<file path="config.mk">
export PLATFORM = sky130hd
export DESIGN_NAME = store_buffer
export DESIGN_NICKNAME = d
export VERILOG_FILES = /design/src/rtl/mips_mem_pkg.sv /design/src/rtl/sb_match.sv /design/src/rtl/store_buffer.sv
export SDC_FILE = /design/constraint.sdc
export NUM_CORES = 1
export LEC_CHECK = 0
export CORE_ASPECT_RATIO = 0.75
export CORE_MARGIN = 4
export CORE_UTILIZATION = 64
export CTS_CLUSTER_DIAMETER = 80
export CTS_CLUSTER_SIZE = 12
export DETAILED_ROUTE_END_ITERATION = 12
export DONT_BUFFER_PORTS = 1
export GPL_TIMING_DRIVEN = 0
export PLACE_DENSITY_LB_ADDON = 0.08
export SLEW_MARGIN = 20
export SYNTH_ARGS = -nofsm -noshare
export SYNTH_HDL_FRONTEND = slang
export SYNTH_SLANG_ARGS = --single-unit
export TNS_END_PERCENT = 10
</file>
<file path="constraint.sdc">
create_clock -name clk -period 16.1 [get_ports clk]
set_input_delay 2.415 -clock clk [delete_from_list [all_inputs] [get_ports clk]]
set_output_delay 2.415 -clock clk [all_outputs]
set_load 0.02 [all_outputs]
</file>
<file path="src/rtl/mips_mem_pkg.sv">
// Shared memory-subsystem constants for the MIPS data path.
// The store buffer takes its default geometry from here.
package mips_mem_pkg;
  localparam int WORD_W   = 32;
  localparam int ADDR_W   = 32;
  localparam int SB_DEPTH = 4;
endpackage

</file>
<file path="src/rtl/sb_match.sv">
// Combinational youngest-match search over the store buffer entries.
// Reports whether a load address hits a valid entry and which slot is the youngest hit.
module sb_match
  import mips_mem_pkg::*;
#(
  parameter int DEPTH  = SB_DEPTH,
  parameter int ADDR_W = mips_mem_pkg::ADDR_W,
  localparam int PTR_W = $clog2(DEPTH)
) (
  input  logic [DEPTH-1:0]  valid,
  input  logic [ADDR_W-1:0] addrs [DEPTH],
  input  logic [PTR_W-1:0]  tail,
  input  logic [ADDR_W-1:0] ld_addr,
  output logic              hit,
  output logic [PTR_W-1:0]  idx
);

  logic [PTR_W-1:0] pos;

  // Walk from oldest slot (tail - DEPTH) toward youngest (tail - 1); last match wins.
  always_comb begin
    hit = 1'b0;
    idx = '0;
    pos = '0;
    for (int k = DEPTH; k >= 1; k--) begin
      pos = tail - PTR_W'(k);
      if (valid[pos] && (addrs[pos] == ld_addr)) begin
        hit = 1'b1;
        idx = pos;
      end
    end
  end

endmodule

</file>
<file path="src/rtl/store_buffer.sv">
// Circular store buffer between the MEM stage and data memory.
// Drains stores in program order and forwards data of the youngest matching store to loads.
module store_buffer
  import mips_mem_pkg::*;
#(
  parameter int DEPTH  = SB_DEPTH,
  parameter int DATA_W = WORD_W,
  parameter int ADDR_W = mips_mem_pkg::ADDR_W
) (
  input  logic                     clk,
  input  logic                     rst,
  input  logic                     st_valid,
  input  logic [ADDR_W-1:0]        st_addr,
  input  logic [DATA_W-1:0]        st_data,
  output logic                     st_ready,
  input  logic                     ld_valid,
  input  logic [ADDR_W-1:0]        ld_addr,
  output logic                     ld_hit,
  output logic [DATA_W-1:0]        ld_data,
  input  logic                     mem_grant,
  output logic                     mem_write,
  output logic [ADDR_W-1:0]        mem_addr,
  output logic [DATA_W-1:0]        mem_wdata,
  output logic [$clog2(DEPTH):0]   count,
  output logic                     empty
);

  localparam int PTR_W = $clog2(DEPTH);
  localparam int CNT_W = PTR_W + 1;

  logic [PTR_W-1:0]  head;
  logic [PTR_W-1:0]  tail;
  logic [DEPTH-1:0]  valid;
  logic [DEPTH-1:0]  valid_next;
  logic [ADDR_W-1:0] addr_q [DEPTH];
  logic [DATA_W-1:0] data_q [DEPTH];
  logic [CNT_W-1:0]  count_next;
  logic              push;
  logic              pop;
  logic              match_hit;
  logic [PTR_W-1:0]  match_idx;

  assign st_ready  = (count != CNT_W'(DEPTH));
  assign push      = st_valid && st_ready;
  assign mem_write = !empty && mem_grant;
  assign pop       = mem_write;
  assign mem_addr  = addr_q[head];
  assign mem_wdata = data_q[head];

  always_comb begin
    valid_next = valid;
    if (pop)  valid_next[head] = 1'b0;
    if (push) valid_next[tail] = 1'b1;
    count_next = count + CNT_W'(push) - CNT_W'(pop);
  end

  always_ff @(posedge clk or posedge rst) begin
    if (rst) begin
      head  <= '0;
      tail  <= '0;
      valid <= '0;
      count <= '0;
      empty <= 1'b1;
    end else begin
      if (push) tail <= tail + 1'b1;
      if (pop)  head <= head + 1'b1;
      valid <= valid_next;
      count <= count_next;
      empty <= (count_next == '0);
    end
  end

  // Payload storage has no reset; the valid bits alone decide what is live.
  always_ff @(posedge clk) begin
    if (push) begin
      addr_q[tail] <= st_addr;
      data_q[tail] <= st_data;
    end
  end

  sb_match #(
    .DEPTH  (DEPTH),
    .ADDR_W (ADDR_W)
  ) u_match (
    .valid   (valid),
    .addrs   (addr_q),
    .tail    (tail),
    .ld_addr (ld_addr),
    .hit     (match_hit),
    .idx     (match_idx)
  );

  assign ld_hit  = ld_valid && match_hit;
  assign ld_data = ld_hit ? data_q[match_idx] : '0;

endmodule

</file>
==> qor.yml <==
outcome: "finished clean"
final_area_um2: 17700
rsz0062_at_grt: "false"
drc: 0
cts_tree: "yes"
num_io_pins: 204
placed_cell_area_um2: 17000
avgViaCountPerCell: 7.67
min_period_ns: 10.98
die_w_um: 193
hold_viol: 0
cpLargestDelayFamily: "buffers and inverters"
yosysSeqAreaShare_pct: 48.6
cp.required_ns: 13.69
htreeDepth: 1
overflow: 0
cap_viol_max_count: 0
initial_core_util_pct: 65.5
synth_area_leaders: "edfxtp_1, mux4_2, mux2i_1"
portBuffers: 0
setup_viol: 0
grt_pass1_vias: 11156
power.total_mw: 3.71
syn_to_final_growth_pct: 7.63
syn_nets: 1207
cp_cell_sequence: "clkbuf_1 > buf_2 > buf_1 > inv_1 > ha_1 > buf_6 > buf_6 > buf_6 > buf_6 > mux2i_1 > xnor2_1 > a2111oi_0 > o221ai_1 > nor4_2 > a211oi_1 > o211ai_1 > clkbuf_1 > a21oi_1 > o32ai_1"
grt_max_degree: 46
core_um2: 25100
dr.pass1.iters: 6
clk_path_buf_depth: 3
antenna_found_initial: 3
clkLatencyLatePin_ns: 0.56
grt_pass1_wl_mm: 74.1
power.density_nw_per_um2: 210
critPathBufInv: 9
clk_pin_slew_worst_paths_ns: 0.06
crit_type: "reg2out"
wirelength_mm: 50.3
skew_ns: 0.00789
p_clk_share_pct: 14.6
grt_util_all_layers_pct: 35.5
relSlewSlack_pct: 25.8
die_area_um2: 28300
cts-resized-gates: 0
seq_power_share_pct: 28.4
fin_crit_sh_pct: 68.2
synth-main-ff-cell: "edfxtp_1"
cpMostUsedCell: "buf_6"
synth.top_cell.area_share_pct: 46.8
setup_tns_ns: 0
ys_ff_latch: 268
p_int_mw: 2.10
numCtsBuffers: 26
hpwl_mm: 36.2
netSwitchingFraction_pct: 43.3
crit_arrival_ns: 8.57
fp.dieH_um: 147
final_max_slew_viol_count: 0
ys_async_sr_fraction_pct: 4.48
fillers: 1687
drive_above_1_share_pct: 21.8
synth.cell_area_um2: 16400
max_freq_mhz: 91.1
p_sw_mw: 1.60
post_cts_buffers: 0
power_leakage_nw: 5.73
synth_edf_count: 256
place.gp.congestion: 1.01
instances_no_fill: 1475
max-vdd-ir-drop_v: 0.000161
p_comb_share_pct: 57.0
synth_cell_type_count: 65
wl_per_cell_um: 34.1
yosys_warnings: 0
min_path_type: "reg2reg"
nets: 1239
crit_path_top_delay_cell: "o32ai_1"
synth_top_area_cell: "edfxtp_1"
ant_nets: 0
slowest_delay_ns: 0.85
ff2ff_setup_slack_ns: 11.67
dp_cells: 1437
tightest_slew_ns: 1.11
syn_area_per_cell_um2: 15.0
fin_hold_ws_ns: 0.643
worst_setup_path_end_kind: "output pin"
rows: 50
vias: 11318
first_iter_violations: 1711
crit_path_max_fanout: 10
start_kind: "flop"
cts_sinks: 268
syn-instance-count: 1095
cts-root-buf: "clkbuf_16"
holdBufCountCts: 0
[per-layer routing]
layer | part of all wire [%] | routed length, um | track usage (%)
met1 | 39 | 19500 | 54.5
met2 | 42 | 21300 | 49.5
met3 | 16 | 8090 | 13.4
met4 | 2.7 | 1350 | 7.68
met5 | 0.056 | 28 | 0
[power groups by stage]
stage / sequential (mW) / clock (mW) / combinational [mW]
floorplan: 1.02 / 0 / 1.53
global placement: 1.07 / 0 / 2.02
detailed placement: 1.06 / 0 / 2.05
CTS: 1.05 / 0.552 / 2.07
global route: 1.06 / 0.579 / 2.19
finish: 1.05 / 0.543 / 2.11
[state kept, by name (all words and copies together) (netlist names)]
register	count
addr_q	128
count	3
data_q	128
empty	1
head	2
tail	2
valid	4
[metrics by stage]
stage	utilization (%)	setup slack [ns]
final	70.5	5.12
after global routing	70.5	4.88
after CTS	70.5	5.46
after detailed placement	67.7	6.08
after global placement	67.2	6.15
after floorplan	-	8.16
[cells in the mapped netlist (15+ instances only)]
| library cell | n |
|---|---|
| inv_1 | 22 |
| nand2_1 | 25 |
| xor2_1 | 46 |
| nand4_1 | 23 |
| nor2_1 | 40 |
| mux4_2 | 158 |
| o32ai_1 | 27 |
| clkbuf_1 | 39 |
| buf_1 | 17 |
| a21oi_1 | 41 |
| mux2i_1 | 105 |
| o21ai_0 | 18 |
| xnor2_1 | 92 |
| edfxtp_1 | 256 |
| buf_2 | 15 |
[final timing paths]
kind | end | cells past startpoint | start
max | ld_data[12] | 19 | tail[1]
min | valid[3] | 1 | valid[3]
max reg2reg | tail[1] | 12 | tail[1]
min reg2reg | valid[3] | 1 | valid[3]
max in group asynchronous | empty | 1 | rst
min in group asynchronous | head[1] | 1 | rst
[logic make-up after synthesis]
group | share of synthesized area, %
AOI/OAI and AO/OA | 6.72
xor gates and xnor gates | 7.35
adders and majority gates | 0.883
buffers and inverters | 3.82
DFF | 48.6
muxes | 28.3
and+or+nand+nor | 4.36
[layout make-up]
cell class	count	area (um^2)	share of cell area (%)
Clock inverter	3	28.8	0.163
Inverter	24	90.1	0.509
Timing Repair Buffer	4	95.1	0.538
Tap cell	338	423	2.39
Sequential cell	268	7990	45.2
Multi-Input combinational cell	708	7840	44.3
Antenna cell	1	2.50	0.0141
Clock buffer	34	681	3.85
Buffer	95	542	3.06
[cells in the final DEF (no fill, tap or decap), drive strengths merged, types with 10 or more instances in the layout]
master	instances
o32ai	28
edfxtp	256
nand4	23
nor2	40
nand2	25
buf	60
a21oi	41
o22ai	10
nor4	10
ha	10
mux4	158
xor2	46
o21ai	19
mux2i	105
inv	23
dfrtp	11
xnor2	92
clkbuf	73
Note: power is estimated with default switching activity, not from simulation.
